$ cat config.mk
export PLATFORM = sky130hd
export DESIGN_NAME = goomba_contact_resolver
export DESIGN_NICKNAME = d
export VERILOG_FILES = /design/src/rtl/goomba_contact_resolver.sv
export SDC_FILE = /design/constraint.sdc
export NUM_CORES = 1
export LEC_CHECK = 0
export ABC_AREA = 1
export CORE_MARGIN = 1.5
export CORE_UTILIZATION = 60
export CTS_CLUSTER_DIAMETER = 120
export DETAILED_ROUTE_END_ITERATION = 12
export DONT_BUFFER_PORTS = 1
export PLACE_DENSITY = 0.82
export SETUP_SLACK_MARGIN = 0.5
export SYNTH_ARGS = -nofsm -noshare
export SYNTH_HDL_FRONTEND = slang
export SYNTH_SLANG_ARGS = --single-unit
$ cat constraint.sdc
create_clock -name vga_clock -period 3 [get_ports vga_clock]
set_input_delay 0.75 -clock vga_clock [delete_from_list [all_inputs] [get_ports vga_clock]]
set_output_delay 0.75 -clock vga_clock [all_outputs]
set_load 0.005 [all_outputs]
$ cat src/rtl/goomba_contact_resolver.sv
// Goomba life cycle (alive/squished/gone) and Mario contact resolution: stomp vs hit, with hit cooldown.
// Optional respawn from GONE is enabled by defining GOOMBA_RESPAWN_EN.
module goomba_contact_resolver #(
    parameter int CHARACTER_WIDTH  = 42,
    parameter int CHARACTER_HEIGHT = 40,
    parameter int STOMP_MARGIN     = 12,
    parameter int SQUISH_TICKS     = 30,
    parameter int INVULN_TICKS     = 60,
    parameter int RESPAWN_TICKS    = 120
) (
    input  logic        vga_clock,
    input  logic        reset,
    input  logic        movement_tick,
    input  logic [31:0] mario_x,
    input  logic [31:0] mario_y,
    input  logic        mario_falling,
    input  logic [31:0] goomba_x,
    input  logic [31:0] goomba_y,
    output logic        goomba_visible,
    output logic        squish_active,
    output logic        stomp_pulse,
    output logic        hit_pulse,
    output logic        invulnerable,
    output logic [7:0]  stomp_count
);

    localparam int SQ_W  = $clog2(SQUISH_TICKS + 1);
    localparam int INV_W = $clog2(INVULN_TICKS + 1);

    typedef enum logic [1:0] {
        ALIVE    = 2'd0,
        SQUISHED = 2'd1,
        GONE     = 2'd2
    } life_state_t;

    life_state_t        state, state_next;
    logic [SQ_W-1:0]    sq_cnt, sq_next;
    logic [INV_W-1:0]   inv_cnt, inv_next;
    logic               invuln_next, stomp_next, hit_next;
    logic [7:0]         count_next;

    logic signed [32:0] dx, dy, abs_dx, abs_dy;
    logic signed [33:0] mario_bottom, stomp_line;
    logic               overlap, stomp_cond;

    // Signed differences are widened by one bit so no coordinate pair can overflow
    always_comb begin
        dx           = $signed({mario_x[31], mario_x}) - $signed({goomba_x[31], goomba_x});
        dy           = $signed({mario_y[31], mario_y}) - $signed({goomba_y[31], goomba_y});
        abs_dx       = dx[32] ? -dx : dx;
        abs_dy       = dy[32] ? -dy : dy;
        mario_bottom = $signed({{2{mario_y[31]}}, mario_y}) + 34'(CHARACTER_HEIGHT);
        stomp_line   = $signed({{2{goomba_y[31]}}, goomba_y}) + 34'(STOMP_MARGIN);
        overlap      = (abs_dx < 33'(CHARACTER_WIDTH)) && (abs_dy < 33'(CHARACTER_HEIGHT));
        stomp_cond   = overlap && mario_falling && (mario_bottom <= stomp_line);
    end

`ifdef GOOMBA_RESPAWN_EN
    localparam int RESP_W = $clog2(RESPAWN_TICKS + 1);
    logic [RESP_W-1:0]  gone_cnt, gone_next;
`endif

    always_comb begin
        state_next  = state;
        sq_next     = sq_cnt;
        inv_next    = inv_cnt;
        invuln_next = invulnerable;
        stomp_next  = 1'b0;
        hit_next    = 1'b0;
        count_next  = stomp_count;
`ifdef GOOMBA_RESPAWN_EN
        gone_next   = gone_cnt;
`endif
        if (movement_tick) begin
            // Cooldown ages on every tick regardless of life state
            if (invulnerable) begin
                if (inv_cnt == INV_W'(INVULN_TICKS - 1)) begin
                    invuln_next = 1'b0;
                    inv_next    = '0;
                end else begin
                    inv_next = inv_cnt + 1'b1;
                end
            end
            case (state)
                ALIVE: begin
                    if (stomp_cond) begin
                        state_next = SQUISHED;
                        stomp_next = 1'b1;
                        sq_next    = '0;
                        if (stomp_count != 8'hFF) count_next = stomp_count + 8'd1;
                    end else if (overlap && !invulnerable) begin
                        hit_next    = 1'b1;
                        invuln_next = 1'b1;
                        inv_next    = '0;
                    end
                end
                SQUISHED: begin
                    if (sq_cnt == SQ_W'(SQUISH_TICKS - 1)) begin
                        state_next = GONE;
                        sq_next    = '0;
`ifdef GOOMBA_RESPAWN_EN
                        gone_next  = '0;
`endif
                    end else begin
                        sq_next = sq_cnt + 1'b1;
                    end
                end
                GONE: begin
`ifdef GOOMBA_RESPAWN_EN
                    if (gone_cnt == RESP_W'(RESPAWN_TICKS - 1)) begin
                        state_next = ALIVE;
                        gone_next  = '0;
                    end else begin
                        gone_next = gone_cnt + 1'b1;
                    end
`else
                    state_next = GONE;
`endif
                end
                default: state_next = ALIVE;
            endcase
        end
    end

    always_ff @(posedge vga_clock or negedge reset) begin
        if (!reset) begin
            state        <= ALIVE;
            sq_cnt       <= '0;
            inv_cnt      <= '0;
            invulnerable <= 1'b0;
            stomp_pulse  <= 1'b0;
            hit_pulse    <= 1'b0;
            stomp_count  <= 8'd0;
`ifdef GOOMBA_RESPAWN_EN
            gone_cnt     <= '0;
`endif
        end else begin
            state        <= state_next;
            sq_cnt       <= sq_next;
            inv_cnt      <= inv_next;
            invulnerable <= invuln_next;
            stomp_pulse  <= stomp_next;
            hit_pulse    <= hit_next;
            stomp_count  <= count_next;
`ifdef GOOMBA_RESPAWN_EN
            gone_cnt     <= gone_next;
`endif
        end
    end

    assign goomba_visible = (state != GONE);
    assign squish_active  = (state == SQUISHED);

endmodule

==> results.ini <==
[outcome]
status=finished with violations
violations=negative setup slack

[critical_path]
crit_buf_inv=5
crit_type=input pin to flop
arrival_ns=4.85
crit_required_ns=3.14
cp-start-kind=input pin
end_kind=flop
crit_top_cell=nand2_1
max_stage_delay_ns=0.31
critPathSlowestCell=ha_1
cp_top_family=simple AND/OR/NAND/NOR gates
worstPathMaxFanout=5
reg2reg_slack_ns=1.03

[clocking]
cts_sinks=24
cts_tree=yes
root_buffer=clkbuf_16
clockBufferDepth=2
numCtsBuffers=3
h-tree-depth=1
clk-insertion-delay-late_ns=0.26
clk_pin_slew_worst_paths_ns=0.06

[yosys]
synth_xor_area_frac=0.0573
synth-seq-cells=24
syn-cell-area_sq_um=11000
yosys.cell_types.count=49
synth_compound_area_frac=0.0711
muxShareOfSynthArea=0
synthAdderAreaFrac=0.124
syn_inst=2149
ys_seq_area_frac=0.0546
synth_nets=2389
yosysWarnings=0
synth_area_per_cell_sq_um=5.12
synthSimpleGateAreaFrac=0.548
synth_top_family_by_area=simple AND/OR/NAND/NOR gates

[route]
vias_per_cell=5.58
drc=0
antenna_left=0
via_count=15800
drtPass1Iterations=9
wl_per_cell_microns=14.6
wl_microns=41200
drtIter0Drc=1271

[global_routing]
gr-total-overflow=0
antenna_found_initial=0
grtUsageTotal=0.416
grt_pass1_wl_microns=67600
grt_max_degree=25
grt_pass1_vias=15800

[timing]
setup_tns_ns=-39.36
period_needed_ns=4.72
rsz0062_at_grt=true
fin_ws_ns=-1.72
drv_slew=0
post-route-period-util=1.57
max_freq_mhz=212
finalSetupViolCount=24
finClkSkew_ns=0.00189
slew_headroom=0.622
tightestPinTransition_ns=0.565
finalHoldViolCount=0
hold_ws_ns=0.181

[final_layout]
utilization=0.837
stdcell_area_sq_um=15000
antennaDiodeCount=0
finalNetCount=2839
stdcell_count=2826
area_delta_synth_final_pct=36.7
layout-drive-gt1-share=0.228

[pwr]
leakage_uw=0.00906
peakVddDrop_uv=214
power.density_nw_per_um2=249

[die]
die-area_sq_um=19100
ios=145
die_height_microns=138
fp-row-count=49
core_sq_um=18000
die_w_microns=138
initial_utilization=0.612

[worst_hold_path]
hp-class=input pin to async pin

[placement]
dp.cells=2790
port_buffers=0
place_congestion=1.03
hpwl_microns=32700
placed_area_sq_um=14500

[run]
cap_violations=0

## state kept, by name, summed over array words and instances, names as in the netlist
| name | count |
|---|---|
| stomp_count | 8 |
| inv_cnt | 6 |
| stomp_pulse | 1 |
| invulnerable | 1 |
| sq_cnt | 5 |
| state | 2 |
| hit_pulse | 1 |
## what timing repair did
action	in CTS	in global routing
pin swaps	20	13
resized for setup	29	27
setup buffers	29	3
hold buffers	0	0
gates cloned	1	0
setup endpoints to repair	24	24
hold endpoints to repair	0	0
## synth_stat cells, drive strengths merged
master  number  share of area
nand3      194          0.093
a21oi       74          0.034
fa           2         0.0036
nor4        15         0.0085
a31oi        2         0.0011
o22ai        2         0.0011
nor2       211          0.079
or2          3         0.0017
nor3        33          0.015
or4          1        0.00068
o221a        1         0.0010
a31o         1        0.00080
nand3b      22          0.015
and2         3         0.0017
xor2        59          0.047
buf         10         0.0056
o21a         1        0.00068
o21ai       43          0.020
inv        407           0.14
and3b        1        0.00080
and3         1        0.00057
dfrtp       24          0.055
clkbuf       1        0.00034
a21boi       2         0.0014
o211ai       2         0.0014
a211oi       2         0.0014
a21o         2         0.0014
o21bai       8         0.0055
o31ai        1        0.00068
o221ai       1        0.00080
nand2      838           0.29
xnor2       13          0.010
nand4       62          0.035
clkinv       1        0.00034
ha         106           0.12
## cell usage in the layout (no fill, tap or decap), drive strengths merged, types with 2 or more instances in the layout
master and instances:
nor4 15, a31oi 2, nor2 211, nand2 839
clkbuf 3, and2 3, a21boi 2, o22ai 2
o21ai 43, a21o 2, nor3 33, xnor2 13
o211ai 2, dfrtp 24, buf 455, a211oi 2
a21oi 74, inv 407, fa 2, nand4 62
xor2 59, ha 106, or2 3, nand3 194
nand3b 22, o21bai 8
## where the power goes
part,internal (uW),switching [uW],leakage [uW]
sequential,329,8.42,0.000323
clock,177,112,0.0000370
combinational,1400,1720,0.00870
total,1900,1840,0.00906
## worst reg2reg max path, cell delays in order, from the launching register on
cell and delay [ns]:
dfrtp_1 0.46, ha_1 0.29, nand2_1 0.08, nor3_1 0.28
inv_1 0.08, nor3_1 0.20, nor2_1 0.19, nand3_4 0.20
nand2_2 0.07, nand2_1 0.06
## cell families after synthesis
logic type      Yosys count
compound gates          142
xor+xnor                 72
fa+ha+maj               108
buf+inv                 419
flops                    24
simple gates           1384
## routing by layer
| metal | vias up | wire length, microns | track usage |
|---|---|---|---|
| met4 | 0 | 3620 | 0.312 |
| li1 | 7656 | - | - |
| met1 | 6920 | 14800 | 0.436 |
| met2 | 892 | 19800 | 0.750 |
| met3 | 306 | 3010 | 0.0627 |
| met5 | - | 0 | 0 |
## final timing paths
kind                            depth (start not counted)                        from                         end
worst min register to register                          2        state[0]$_DFFE_PN0P_        state[0]$_DFFE_PN0P_
worst max-delay path                                   33                 goomba_y[2]       sq_cnt[4]$_DFFE_PN0P_
max in group asynchronous                               0                       reset  stomp_count[4]$_DFFE_PN0P_
worst min-delay path                                    0                       reset       sq_cnt[3]$_DFFE_PN0P_
min in group vga_clock                                  2        state[0]$_DFFE_PN0P_        state[0]$_DFFE_PN0P_
worst max register to register                          9  stomp_count[1]$_DFFE_PN0P_  stomp_count[4]$_DFFE_PN0P_
## stage by stage
| step | setup WS, ns | total power [uW] |
|---|---|---|
| 3_5_place_dp | -1.96 | 3310 |
| 3_3_place_gp | -1.72 | 3200 |
| 6_report | -1.72 | 3740 |
| 4_1_cts | -1.45 | 3640 |
| 2_1_floorplan | -1.51 | 2060 |
| 5_1_grt | -2.04 | 4100 |
## layout make-up
type                            count  area [sq um]
Sequential cell                    24           601
Inverter                          408          1560
Clock buffer                        3          75.1
Timing Repair Buffer              455          3440
Fill cell                        1208          2940
Multi-Input combinational cell   1707          9060
Tap cell                          229           287
Power figures use the tool's default switching activity.
